===== src/rtl/regfile_bist_seq_if.sv =====
// Register-file bus between the BIST sequencer and the 32x32 2R/1W register file.
//   master : sequencer side, drives write port and both read addresses
//   slave  : register-file side, returns combinational read data
// Signals:
//   W_Addr, W_Data, Write_Reg  write port
//   R_Addr_A, R_Addr_B         read port addresses
//   R_Data_A, R_Data_B         read port data (combinational in the register file)
interface regfile_bist_seq_if #(
   parameter int ADDR_W = 5,
   parameter int DATA_W = 32
);
   logic [ADDR_W-1:0] W_Addr;
   logic [DATA_W-1:0] W_Data;
   logic              Write_Reg;
   logic [ADDR_W-1:0] R_Addr_A;
   logic [ADDR_W-1:0] R_Addr_B;
   logic [DATA_W-1:0] R_Data_A;
   logic [DATA_W-1:0] R_Data_B;

   modport master (
      output W_Addr, W_Data, Write_Reg, R_Addr_A, R_Addr_B,
      input  R_Data_A, R_Data_B
   );

   modport slave (
      input  W_Addr, W_Data, Write_Reg, R_Addr_A, R_Addr_B,
      output R_Data_A, R_Data_B
   );
endinterface


===== src/rtl/regfile_bist_seq.sv =====
// Built-in self test sequencer for the 2R/1W register file.
// On start it writes pat(a) = SEED + a*STEP to every entry, then reads every
// entry back on both ports (A ascending, B descending) and compares.
// Ports:
//   clk        rising-edge clock
//   Reset      asynchronous active-low reset
//   start      begin a run; honoured only in IDLE or DONE
//   busy       high while writing or reading
//   done       high in DONE
//   pass       valid with done; 1 = no mismatch seen
//   err_addr   address of the first mismatch of the run (0 if none)
//   err_count  number of mismatching port reads
//   rf         register-file bus (master side)
//
// state   | meaning
// S_IDLE  | waiting for start after reset
// S_WRITE | writing pat(cnt) to entry cnt
// S_READ  | port A reads cnt, port B reads DEPTH-1-cnt, both compared
// S_DONE  | results held until the next start
module regfile_bist_seq #(
   parameter int                 ADDR_W = 5,
   parameter int                 DATA_W = 32,
   parameter logic [DATA_W-1:0]  SEED   = 32'h1234_5678,
   parameter logic [DATA_W-1:0]  STEP   = 32'h0001_0001
) (
   input  logic                clk,
   input  logic                Reset,
   input  logic                start,
   output logic                busy,
   output logic                done,
   output logic                pass,
   output logic [ADDR_W-1:0]   err_addr,
   output logic [ADDR_W+1:0]   err_count,
   regfile_bist_seq_if.master  rf
);

   localparam logic [ADDR_W-1:0] LAST     = '1;
   localparam logic [ADDR_W-1:0] ONE      = ADDR_W'(1);
   localparam logic [DATA_W-1:0] PAT_LAST = SEED + DATA_W'(2**ADDR_W - 1) * STEP;

   typedef enum logic [1:0] {S_IDLE, S_WRITE, S_READ, S_DONE} state_t;

   state_t            state;
   logic [ADDR_W-1:0] cnt;
   // Running patterns: pat_a tracks pat(cnt), pat_b tracks pat(DEPTH-1-cnt),
   // so no multiplier is needed.
   logic [DATA_W-1:0] pat_a;
   logic [DATA_W-1:0] pat_b;

   logic              a_fail;
   logic              b_fail;
   logic [ADDR_W+1:0] err_next;

   always_comb begin
      a_fail   = (rf.R_Data_A != pat_a);
      b_fail   = (rf.R_Data_B != pat_b);
      err_next = err_count + (ADDR_W+2)'(a_fail) + (ADDR_W+2)'(b_fail);
   end

   always_ff @(posedge clk or negedge Reset) begin
      if (!Reset) begin
         state        <= S_IDLE;
         cnt          <= '0;
         pat_a        <= '0;
         pat_b        <= '0;
         busy         <= 1'b0;
         done         <= 1'b0;
         pass         <= 1'b0;
         err_addr     <= '0;
         err_count    <= '0;
         rf.Write_Reg <= 1'b0;
         rf.W_Addr    <= '0;
         rf.W_Data    <= '0;
         rf.R_Addr_A  <= '0;
         rf.R_Addr_B  <= '0;
      end else begin
         case (state)
            S_IDLE, S_DONE: begin
               if (start) begin
                  state        <= S_WRITE;
                  cnt          <= '0;
                  pat_a        <= SEED;
                  busy         <= 1'b1;
                  done         <= 1'b0;
                  pass         <= 1'b0;
                  err_addr     <= '0;
                  err_count    <= '0;
                  rf.Write_Reg <= 1'b1;
                  rf.W_Addr    <= '0;
                  rf.W_Data    <= SEED;
               end
            end

            S_WRITE: begin
               if (cnt == LAST) begin
                  state        <= S_READ;
                  cnt          <= '0;
                  pat_a        <= SEED;
                  pat_b        <= PAT_LAST;
                  rf.Write_Reg <= 1'b0;
                  rf.W_Addr    <= '0;
                  rf.W_Data    <= '0;
                  rf.R_Addr_A  <= '0;
                  rf.R_Addr_B  <= LAST;
               end else begin
                  cnt       <= cnt + ONE;
                  pat_a     <= pat_a + STEP;
                  rf.W_Addr <= cnt + ONE;
                  rf.W_Data <= pat_a + STEP;
               end
            end

            S_READ: begin
               err_count <= err_next;
               // err_count still zero means no mismatch yet in this run;
               // port A has priority when both fail together.
               if (err_count == '0) begin
                  if (a_fail) begin
                     err_addr <= cnt;
                  end else if (b_fail) begin
                     err_addr <= LAST - cnt;
                  end
               end
               if (cnt == LAST) begin
                  state       <= S_DONE;
                  cnt         <= '0;
                  busy        <= 1'b0;
                  done        <= 1'b1;
                  pass        <= (err_next == '0);
                  rf.R_Addr_A <= '0;
                  rf.R_Addr_B <= '0;
               end else begin
                  cnt         <= cnt + ONE;
                  pat_a       <= pat_a + STEP;
                  pat_b       <= pat_b - STEP;
                  rf.R_Addr_A <= cnt + ONE;
                  rf.R_Addr_B <= LAST - cnt - ONE;
               end
            end

            default: state <= S_IDLE;
         endcase
      end
   end

endmodule


===== src/flat_wrapper.sv =====
// flat-port wrapper written by rule: the top's interface ports become plain ports
module regfile_bist_seq_flat 
#(
   parameter int                 ADDR_W = 5,
   parameter int                 DATA_W = 32,
   parameter logic [DATA_W-1:0]  SEED   = 32'h1234_5678,
   parameter logic [DATA_W-1:0]  STEP   = 32'h0001_0001
)
  (clk, Reset, start, busy, done, pass, err_addr, err_count, rf_W_Addr, rf_W_Data, rf_Write_Reg, rf_R_Addr_A, rf_R_Addr_B, rf_R_Data_A, rf_R_Data_B);
  regfile_bist_seq_if #(.ADDR_W(ADDR_W), .DATA_W(DATA_W)) rf_i ();
  input  logic clk;
  input  logic Reset;
  input  logic start;
  output logic busy;
  output logic done;
  output logic pass;
  output logic [ADDR_W-1:0] err_addr;
  output logic [ADDR_W+1:0] err_count;
  output wire logic [$bits(rf_i.W_Addr)-1:0] rf_W_Addr;
  output wire logic [$bits(rf_i.W_Data)-1:0] rf_W_Data;
  output wire logic [$bits(rf_i.Write_Reg)-1:0] rf_Write_Reg;
  output wire logic [$bits(rf_i.R_Addr_A)-1:0] rf_R_Addr_A;
  output wire logic [$bits(rf_i.R_Addr_B)-1:0] rf_R_Addr_B;
  input wire logic [$bits(rf_i.R_Data_A)-1:0] rf_R_Data_A;
  input wire logic [$bits(rf_i.R_Data_B)-1:0] rf_R_Data_B;
  assign rf_W_Addr = rf_i.W_Addr;
  assign rf_W_Data = rf_i.W_Data;
  assign rf_Write_Reg = rf_i.Write_Reg;
  assign rf_R_Addr_A = rf_i.R_Addr_A;
  assign rf_R_Addr_B = rf_i.R_Addr_B;
  assign rf_i.R_Data_A = rf_R_Data_A;
  assign rf_i.R_Data_B = rf_R_Data_B;
  regfile_bist_seq #(.ADDR_W(ADDR_W), .DATA_W(DATA_W), .SEED(SEED), .STEP(STEP)) u_core (.clk(clk), .Reset(Reset), .start(start), .busy(busy), .done(done), .pass(pass), .err_addr(err_addr), .err_count(err_count), .rf(rf_i));
endmodule

===== config.mk =====
export PLATFORM = sky130hd
export DESIGN_NAME = regfile_bist_seq_flat
export DESIGN_NICKNAME = d
export VERILOG_FILES = /design/src/rtl/regfile_bist_seq_if.sv /design/src/rtl/regfile_bist_seq.sv /design/src/flat_wrapper.sv
export SDC_FILE = /design/constraint.sdc
export NUM_CORES = 1
export LEC_CHECK = 0
export CAP_MARGIN = 20
export CORE_ASPECT_RATIO = 0.7
export CORE_MARGIN = 2
export CORE_UTILIZATION = 54
export DETAILED_ROUTE_END_ITERATION = 10
export PLACE_DENSITY = 0.81
export SYNTH_ARGS = -nofsm -noshare
export SYNTH_HDL_FRONTEND = slang
export SYNTH_SLANG_ARGS = --single-unit

===== constraint.sdc =====
create_clock -name clk -period 3.33 [get_ports clk]
set_input_delay 0.999 -clock clk [delete_from_list [all_inputs] [get_ports clk]]
set_output_delay 0.999 -clock clk [all_outputs]
set_load 0.05 [all_outputs]

* After elaboration in Yosys (flattened, before gate mapping)
Index checks and enable logic that the tools add are counted.
Widths: inputs -> output; s select.
** Operators by class
- $add $sub $neg :: 7
- $mul :: 0
- Div/mod/pow operators :: 0
- $lt $le $gt $ge :: 0
- Equality and inequality tests :: 12
- Shift-type cells :: 0
- Muxes and demuxes :: 37
- Bitwise logic cells :: 0
- Reductions and logical operators :: 17
** Operators by type and width (number)
- $mux 32 :: 6
- $pmux 32 s2 :: 2
- $pmux 32 s3 :: 1
- $ne 32x32->1 :: 2
- $pmux 5 s2 :: 5
- $mux 5 :: 8
- $add 32x17->32 const B :: 1
- $sub 32x17->32 const B :: 1
- $add 7x1->7 :: 2
- $logic_not 7->1 :: 2
- $pmux 7 s2 :: 1
- $reduce_and 3->1 :: 4
- $pmux 1 s2 :: 4
- $reduce_and 2->1 :: 4
- $mux 7 :: 1
- $mux 2 :: 3
- $ne 2x1->1 const B :: 3
- $pmux 2 s3 :: 1
- $reduce_bool 2->1 :: 3
- $add 5x1->5 const B :: 1
- $eq 5x5->1 const B :: 1
- $mux 1 :: 5
- $sub 5x1->5 const B :: 1
- $sub 5x5->5 const A :: 1
- other kinds (7) :: 10
** Storage, ports and cells
- Register bits :: 134
- Latch bits :: 0
- RAM bits :: 0
- Memory bits (read-only) :: 0
- Output and inout bits :: 63
- Logic and storage cells :: 87
- Memories kept :: 0

* Logic depth before layout (Yosys ltp)
- Depth after elaboration :: 6
- Depth in mapped cells :: 14
- Gate-level depth less buffers :: 13

* Least setup slack after synthesis
OpenSTA, ideal clock, no wires.
- Path kind :: input-to-reg
- Start point :: input port rf_R_Data_B[12]
- End point :: register u_core.pass
- Library setup time :: 0.110 ns
- Arrival time :: 3.121 ns
- Path slack :: 0.098 ns
- Stages :: 13
- Buffers on the path :: 0
- Cells stage by stage :: xor2_1 > nor4_1 > nand4_1 > or2_2 > inv_1 > fa_1 > inv_1 > ha_1 > nand3_1 > xnor2_1 > nor3_1 > nand2_1 > o41ai_1
** On the way
- Longest elaborated chain between the ends :: 5
** RTL lines
- start, declared :: RTL line flat_wrapper.sv:25 : input wire logic [$bits(rf_i.R_Data_B)-1:0] rf_R_Data_B;
- $ne 32x32->1 :: RTL line regfile_bist_seq.sv:56 : b_fail = (rf.R_Data_B != pat_b);
- $add 7x1->7 :: RTL line regfile_bist_seq.sv:57 : err_next = err_count + (ADDR_W+2)'(a_fail) + (ADDR_W+2)'(b_fail);
- $logic_not 7->1 :: RTL line regfile_bist_seq.sv:129 : pass <= (err_next == '0);
- $mux 1 :: RTL line regfile_bist_seq.sv:124 : if (cnt == LAST) begin
- $pmux 1 s2 :: RTL line regfile_bist_seq.sv:77 : case (state)
- end signal, assigned :: RTL line regfile_bist_seq.sv:129
- end, declared :: RTL line regfile_bist_seq.sv:31 : output logic pass,
Every way passes these cells. The select of a mux whose other input is x is not followed.
A chain may end at the register's enable or synchronous reset.

* Worst setup path after layout
- Start point :: input port rf_R_Data_A[12]
- End point :: register u_core.pass
** On the way
- Longest elaborated chain between the ends :: 6
** RTL lines
- start, declared :: RTL line flat_wrapper.sv:24 : input wire logic [$bits(rf_i.R_Data_A)-1:0] rf_R_Data_A;
- $ne 32x32->1 :: RTL line regfile_bist_seq.sv:55 : a_fail = (rf.R_Data_A != pat_a);
- $add 7x1->7 (2 in a row) :: RTL line regfile_bist_seq.sv:57
- $logic_not 7->1 :: RTL line regfile_bist_seq.sv:129
- $mux 1 :: RTL line regfile_bist_seq.sv:124
- $pmux 1 s2 :: RTL line regfile_bist_seq.sv:77
Every way passes these cells. The select of a mux whose other input is x is not followed.

==> impl_metrics.yaml <==
sta:
  fin_crit_ns: 3.34
  finalSetupViolCount: 1
  fin_skew_ns: 0.00807
  max_slew_margin: 0.512
  fin_ws_ns: -0.0111
  hold_viol_final: 0
  tns_ns: -0.0111
  maxSlewViolCount: 0
  period_share: 1.00
  tightest_slew_ns: 0.731
  fmax_ghz: 0.299
yosys:
  synthTopCellsByCount: "dfrtp_1, xor2_1, nand2_1"
  yosys.cell_types.count: 62
  yosysTopAreaCell: "dfrtp_1"
  netlist_area_um2: 7700
  synth_edf_count: 0
  syn_nets: 923
  synth_cells: 847
  seq_area_frac_synth: 0.435
  synthArstFlopShare: 1.00
  synth_top_area_frac: 0.435
  ys_ff_latch: 134
  synth_area_leaders: "dfrtp_1, xor2_1, o21ai_0, nand2_1, a21oi_1"
  ys_warn_count: 0
  avgSynthCellArea_um2: 9.09
  synth_most_common_cell: "dfrtp_1"
  yosys_most_used_dff: "dfrtp_1"
critical_path:
  crit_family: "buffers and inverters"
  cp_cell_sequence: "clkdlybuf4s50_1, xor2_1, nor4_1, nand4_1, buf_4, nor2_2, fa_2, inv_2, ha_4, buf_4, o21a_1, o22ai_1, nand2_1, o41ai_2"
  end_kind: "flop"
  cpPeakStageDelay_ns: 0.41
  cpMaxStageDelayCell: "clkdlybuf4s50_1"
  start_kind: "input port"
  cp_num_buf_inv: 4
  path_max_fanout: 3
  cp.required_ns: 3.65
  crit_arrival_ns: 3.66
  criticalPathCategory: "input port to flop"
  path_common_cell: "buf_4"
global_routing:
  antenna_found_initial: 1
  grt_pass1_wl_um: 35900
  grt_pass1_vias: 6891
  grt_max_degree: 47
  gr-total-overflow: 0
  grt_usage: 0.298
placed_design:
  hpwl_um: 15600
  pre_cts_slack_ns: -0.706
  placedCellCount: 1151
  place.gp.congestion: 0.912
  place_area_um2: 9350
  port_buffers: 129
floorplan:
  dieArea_um2: 15200
  start_util: 0.553
  dieHeight_um: 104
  fp.coreArea_um2: 13900
  die_w_um: 147
  pin_count: 130
  rows: 36
outcome:
  outcome: "finished, violations left"
  violations: "negative setup slack"
cells_and_area:
  stdcell_count: 1199
  syn_to_final_growth_pct: 33.3
  final_area_um2: 10300
  drive_gt1_frac: 0.129
  fillers: 973
  multi_input_area_um2: 4190
  ff_latch_area_um2: 3350
  layout.nets: 1071
route:
  ant_nets: 0
  via_per_inst: 6.09
  first_pass_iters: 5
  detail_route.wl_per_cell_um: 19.0
  drt_wl_total_um: 22800
  via_count: 7296
  drt_iter0_drc: 827
  drc: 0
clock_tree:
  numCtsBuffers: 17
  cts.sinks: 134
  cts_tree: "done"
  htreeDepth: 4
  clk_latency_ns: 0.42
  holdBufCountCts: 0
  clockBufferDepth: 2
  root_buffer: "clkbuf_16"
  cts.clk_slew.worst_paths_ns: 0.06
min_path:
  min_path_type: "flop to flop"
power:
  power_density_nw_per_um2: 883
  ir_drop_v: 0.000624
  internal_power_mw: 4.85
  power_frac_seq: 0.318
  p_sw_mw: 4.22
  leakagePower_nw: 4.54
  pwr-share-comb: 0.481
  clkPwrFrac: 0.201
  p_sw_frac: 0.465
flow_run:
  max_cap_viol_count: 0
[worst paths after layout]
check / endpoint / from / depth (start not counted) / slack [ns]
worst min register to register: u_core.rf.W_Data[19] / u_core.rf.W_Data[19] / 2 / 0.47
worst min-delay path: u_core.rf.W_Data[19] / u_core.rf.W_Data[19] / 2 / 0.47
max in group asynchronous: u_core.pat_a[4] / Reset / 2 / 2.05
worst max register to register: u_core.pat_b[14] / u_core.cnt[1] / 11 / 0.27
min in group asynchronous: u_core.err_addr[3] / Reset / 1 / 0.59
worst max-delay path: u_core.pass / rf_R_Data_A[12] / 14 / -0.01
[metal layers]
layer  up-vias  GRT usage  wire length (µm)
met5         -          0                 0
met4         0     0.0888               492
met3        49     0.0785              2080
met2       405      0.427             10100
met1      3539      0.443             10100
li1       3303          -                 -
[power by group through the flow]
| stage | registers (mW) | logic [mW] | clock network, mW |
|---|---|---|---|
| 2_1_floorplan | 3.11 | 2.47 | 0 |
| 3_3_place_gp | 2.84 | 4.00 | 0 |
| 3_5_place_dp | 2.85 | 4.18 | 0 |
| 4_1_cts | 2.84 | 4.25 | 1.83 |
| 5_1_grt | 2.94 | 4.70 | 1.92 |
| 6_report | 2.88 | 4.36 | 1.83 |
[registers in the layout, indices dropped and copies added, names as in the netlist, 7 cells and up]
signal,flops
u_core.rf.W_Data,32
u_core.pat_b,32
u_core.err_count,7
u_core.pat_a,32
[worst register-to-register path, cell delays in order (launching register included)]
cell and delay (ns):
dfrtp_1 0.42, ha_1 0.26, and3_1 0.22, ha_1 0.21, buf_4 0.32, nand3b_1 0.17, buf_4 0.23, nand2_1 0.24
nand4_1 0.29, nor4_1 0.36, xnor2_1 0.16, nand2_1 0.06
[placed cells by master, fill, tap and decap left out, types with 12 or more instances in the layout]
master	Yosys	final
a21oi_1	45	44
o22a_1	14	14
nor2_1	57	56
clkbuf_16	0	17
dlymetal6s2s_1	0	28
o21ai_0	67	67
dfrtp_1	134	134
nor4_1	22	15
nand2_1	88	88
inv_1	16	14
xnor2_1	22	22
nand3_1	33	32
o211ai_1	14	14
buf_4	2	56
xor2_1	96	88
o21a_1	15	15
nand4_1	13	13
o31ai_1	12	12
clkdlybuf4s50_1	0	92
nor3_1	12	12
[final cells by class]
cell class,instances,area share
diodes,1,0.000244
well taps,190,0.0232
clock buffers,17,0.0414
flip-flops and latches,134,0.327
multi-input cells,637,0.409
clock inverters,15,0.0141
repair buffers,188,0.179
inverters,17,0.00646
[through the flow]
step	hold WS [ns]	power, mW	util
2_1_floorplan	0.473	5.58	-
3_3_place_gp	0.461	6.84	0.670
3_5_place_dp	0.470	7.03	0.672
4_1_cts	0.484	8.92	0.724
5_1_grt	0.511	9.56	0.738
6_report	0.475	9.06	0.738
[repair_timing]
item,CTS,global route
setup buffers,11,4
pin swaps,10,18
resized for setup,24,42
endpoints found under the setup margin,3,8
[cells by family after synthesis]
kind of cell | Yosys count | share of synthesized area
buf+inv | 76 | 0.0411
simple gates | 290 | 0.189
fa+ha+maj | 9 | 0.0156
compound gates | 218 | 0.182
flops | 134 | 0.435
mux | 2 | 0.00260
xor+xnor | 118 | 0.134
Note: power is estimated with default switching activity, not from simulation.
==> edit 1, RTL diff (same settings) <==
Reset style: synchronous (`Reset`), changed in one clocked block. Comments in the files are not updated.
--- a/src/rtl/regfile_bist_seq.sv
+++ b/src/rtl/regfile_bist_seq.sv
@@ -59,3 +59,3 @@
 
-   always_ff @(posedge clk or negedge Reset) begin
+   always_ff @(posedge clk) begin
       if (!Reset) begin
Formal check against the unedited RTL: differs if Reset is asserted again (counterexample within 4 cycles, from zero or initial values and one cycle with Reset low); with Reset held inactive, the same outputs for 10 cycles.
==> edit 1 against the original RTL <==
Count of clock-buffer cells in the layout is 2 higher; wire length fell by 2.6%; non-clock buffer count decreased by 6; setup slack gained 83 ps; sequential cell count unchanged; total power fell by 7.5%; combinational power is 7.6% lower; clock skew grew 4.2 ps; area after synthesis is 5.4% lower; final area fell by 5.7%; first-iteration DRC count fell by 7.9%; critical path type unchanged.
==> edit 1: results <==
[logic_synthesis]
synth_cell_type_count = 66
synthFlopType = "dfxtp_1"
synth_mux_area_share_pct = 0.979
synth-adder-area-share_pct = 1.65
synth_common_cells = "134 x dfxtp_1, 110 x nor2_1, 82 x xor2_1, 73 x a21oi_1, 55 x o21ai_0"
yosys-top-cells-area = "dfxtp_1 37%, xor2_1 9.9%, nor2_1 5.7%"
synthArstFlopShare_pct = 0
synth_compound_area_share_pct = 19.3

[global_route]
grtUsageTotal_pct = 30.3
grtUsageMet2_pct = 43.3
grt_antenna_before_repair = 0
use_met3_pct = 6.38
grtUsageMet1_pct = 46.1

[place]
dp_hpwl_microns = 15500
placed_cells = 1190

[power]
pwr-share-clk_pct = 22.0

[worst_setup_path]
ff2ff_setup_slack_ps = 330
arrival_ps = 3610
cp_top_family = "simple AND/OR/NAND/NOR gates"
crit_path_max_incr_delay_ps = 480
crit_slowest_cell = "or4_4"
critPathLaunch = "rf_R_Data_A[31]"

[drt]
first_iter_violations = 762
m1WireLength_microns = 10100
wl_microns = 22200
wl_per_cell_microns = 18.2

[final_layout]
nNetsFinal = 1102
diodes = 0

[sta]
relSlewSlack_pct = 47.1

[run_status]
status = "finished, final reports clean"
[edit 1: metrics by stage]
| stage | total power [mW] | instance area [sq um] | worst slack [ps] |
|---|---|---|---|
| after floorplan | 5.08 | 7290 | 0.989 |
| after CTS | 8.26 | 9590 | 0.629 |
| after global placement | 6.26 | 8930 | -621 |
| final | 8.38 | 9680 | 71.6 |
| after detailed placement | 6.35 | 8930 | -714 |
| after global routing | 8.80 | 9680 | -54.6 |
[edit 1: final timing paths]
check	endpoint	cells after the start
max	u_core.pass	13
max reg2reg	u_core.pat_a[31]	7
min reg2reg	u_core.rf.W_Data[30]	2
min	u_core.rf.W_Data[30]	2
[edit 1: final cells by class]
type                            count  area [sq um]
Timing Repair Buffer              182          1650
Sequential cell                   134          2680
Inverter                           18          67.6
Tap cell                          185           231
Fill cell                         985          3500
Multi-Input combinational cell    673          4470
Clock inverter                     12           130
Clock buffer                       19           443
[edit 1: repair_timing]
action,in CTS,in global routing
resized for setup,77,43
pin swaps,27,28
buffers inserted,1,0
endpoints found under the setup margin,2,2
==> edit 2, RTL diff (same settings) <==
Made on the original files. `STEP` is set to 32'h0001_0001 in 2 places; all go to 32'h00008000.
--- a/src/rtl/regfile_bist_seq.sv
+++ b/src/rtl/regfile_bist_seq.sv
@@ -23,3 +23,3 @@
    parameter logic [DATA_W-1:0]  SEED   = 32'h1234_5678,
-   parameter logic [DATA_W-1:0]  STEP   = 32'h0001_0001
+   parameter logic [DATA_W-1:0]  STEP   = 32'h00008000
 ) (
--- a/src/flat_wrapper.sv
+++ b/src/flat_wrapper.sv
@@ -6,3 +6,3 @@
    parameter logic [DATA_W-1:0]  SEED   = 32'h1234_5678,
-   parameter logic [DATA_W-1:0]  STEP   = 32'h0001_0001
+   parameter logic [DATA_W-1:0]  STEP   = 32'h00008000
 )
Check against the original RTL: not equivalent (Yosys sat finds a counterexample within 4 cycles, from zero or initial values and one cycle with Reset low).
==> edit 2 against the original RTL <==
Register-to-register slack better by 20 ps; count of clock-buffer cells in the layout shrank 7; wire length shrank 37%; utilization up 0.25 points; sequential cell count is 41 lower; hold slack barely moved; total power decreased by 40%; clock skew increased by 2.0 ps; final area decreased by 31%; area after synthesis decreased by 32%; combinational power decreased by 39%; setup slack gained 44 ps; sequential power fell by 37%; first-iteration DRC count is 41% lower; critical endpoint unchanged; largest power group unchanged.
==> edit 2: results <==
[run_status]
status = "finished, final reports clean"

[clocking]
cts_buffers = 9
htree_levels = 3
clkLatencyLatePin_ps = 350

[logic_synthesis]
yosys-top-cells-area = "dfrtp_1 44%, xor2_1 7.5%, o21ai_0 5.4%"
avgSynthCellArea_sq_um = 9.24
synth_cell_type_count = 54
synth_nets = 645
synth_common_cells = "93 x dfrtp_1, 72 x nand2_1, 57 x o21ai_0, 45 x xor2_1, 37 x nor2_1"
ys_seq_area_share_pct = 44.3

[final_layout]
fillers = 660
drive_above_1_share_pct = 13.1
nNetsFinal = 759
fin_cells = 816

[global_route]
grt_first_pass_wirelength_microns = 22800
grtUsageTotal_pct = 27.6
grt_antenna_before_repair = 0
first_global_vias = 4676
grt_max_degree = 42

[power]
ir_drop_v = 0.000639
swShare_pct = 45.8

[worst_setup_path]
cp_top_family = "simple AND/OR/NAND/NOR gates"
crit_slowest_cell = "or4_4"
crit_path_max_incr_delay_ps = 530

[place]
dp_hpwl_microns = 10300
place_area_sq_um = 6620
place.gp.congestion = 0.921

[drt]
wl_microns = 14300
num_vias = 4811
first_iter_violations = 490
[edit 2: cell types whose count changed after synthesis, moves of 13 or more]
| cell | before | now |
|---|---|---|
| a21oi_1 | 45 | 18 |
| buf_4 | 2 | 15 |
| clkbuf_1 | 46 | 28 |
| dfrtp_1 | 134 | 93 |
| nand2_1 | 88 | 72 |
| nand3_1 | 33 | 13 |
| nor2_1 | 57 | 37 |
| o211ai_1 | 14 | 1 |
| o21a_1 | 15 | 0 |
| xor2_1 | 96 | 45 |
[edit 2: power by group through the flow]
stage | Combinational, mW | Clock, mW | Sequential (mW)
finish | 2.67 | 0.980 | 1.81
global route | 2.89 | 1.04 | 1.85
floorplan | 1.44 | 0 | 2.11
CTS | 2.63 | 0.990 | 1.79
detailed placement | 2.60 | 0 | 1.81
global placement | 2.51 | 0 | 1.80
[edit 2: worst min-delay path: stages, from the launching register on]
cell	delay (ps)
dfrtp_1	340
nand2_1	40
o21ai_0	50
[edit 2: final cells by class]
cell class              count  share of cell area (%)
well taps                 128                    2.26
clock inverters             6                   0.654
inverters                  15                   0.795
multi-input cells         414                    39.1
clock buffers              10                    3.37
flip-flops and latches     93                    32.9
repair buffers            150                    21.0
[edit 2: path summary, 6_finish.rpt]
path / cells past startpoint / to / startpoint / slack (ps)
min: 2 / u_core.rf.W_Data[29] / u_core.rf.W_Data[29] / 470
min in group asynchronous: 1 / u_core.pass / Reset / 630
max in group asynchronous: 2 / u_core.rf.W_Data[30] / Reset / 1890
max: 12 / u_core.pass / rf_R_Data_A[22] / 30
max reg2reg: 12 / u_core.pass / u_core.pat_a[19] / 290
min reg2reg: 2 / u_core.rf.W_Data[29] / u_core.rf.W_Data[29] / 470
[edit 2: logic make-up (layout without fill, tap and decap cells)]
| family | Yosys count | count (layout) | share of synthesized area [%] |
|---|---|---|---|
| simple gates | 192 | 192 | 17.6 |
| compound gates | 134 | 134 | 16.4 |
| flops | 93 | 93 | 44.3 |
| xor+xnor | 71 | 71 | 11.8 |
| buf+inv | 62 | 181 | 5.92 |
| fa+ha+maj | 9 | 9 | 2.28 |
| mux | 8 | 8 | 1.64 |
[edit 2: metrics by stage]
stage | TNS [ps] | hold WS, ps
floorplan | -36.2 | 459
global placement | -1730 | 466
detailed placement | -2100 | 466
CTS | 0 | 482
global route | -39.7 | 510
finish | 0 | 475
[edit 2: repair_timing]
action	4_1_cts	5_1_grt
setup buffers	1	0
pin swaps	22	40
gates cloned	0	0
gates resized for setup	39	82
endpoints found under the setup margin	2	3
[edit 2: per-layer routing]
metal	wire length, microns	track usage, %	up-vias
li1	-	-	2218
met1	6160	38.9	2375
met2	6780	42.8	198
met3	1200	7.04	20
met4	185	7.52	0
met5	0	0	-
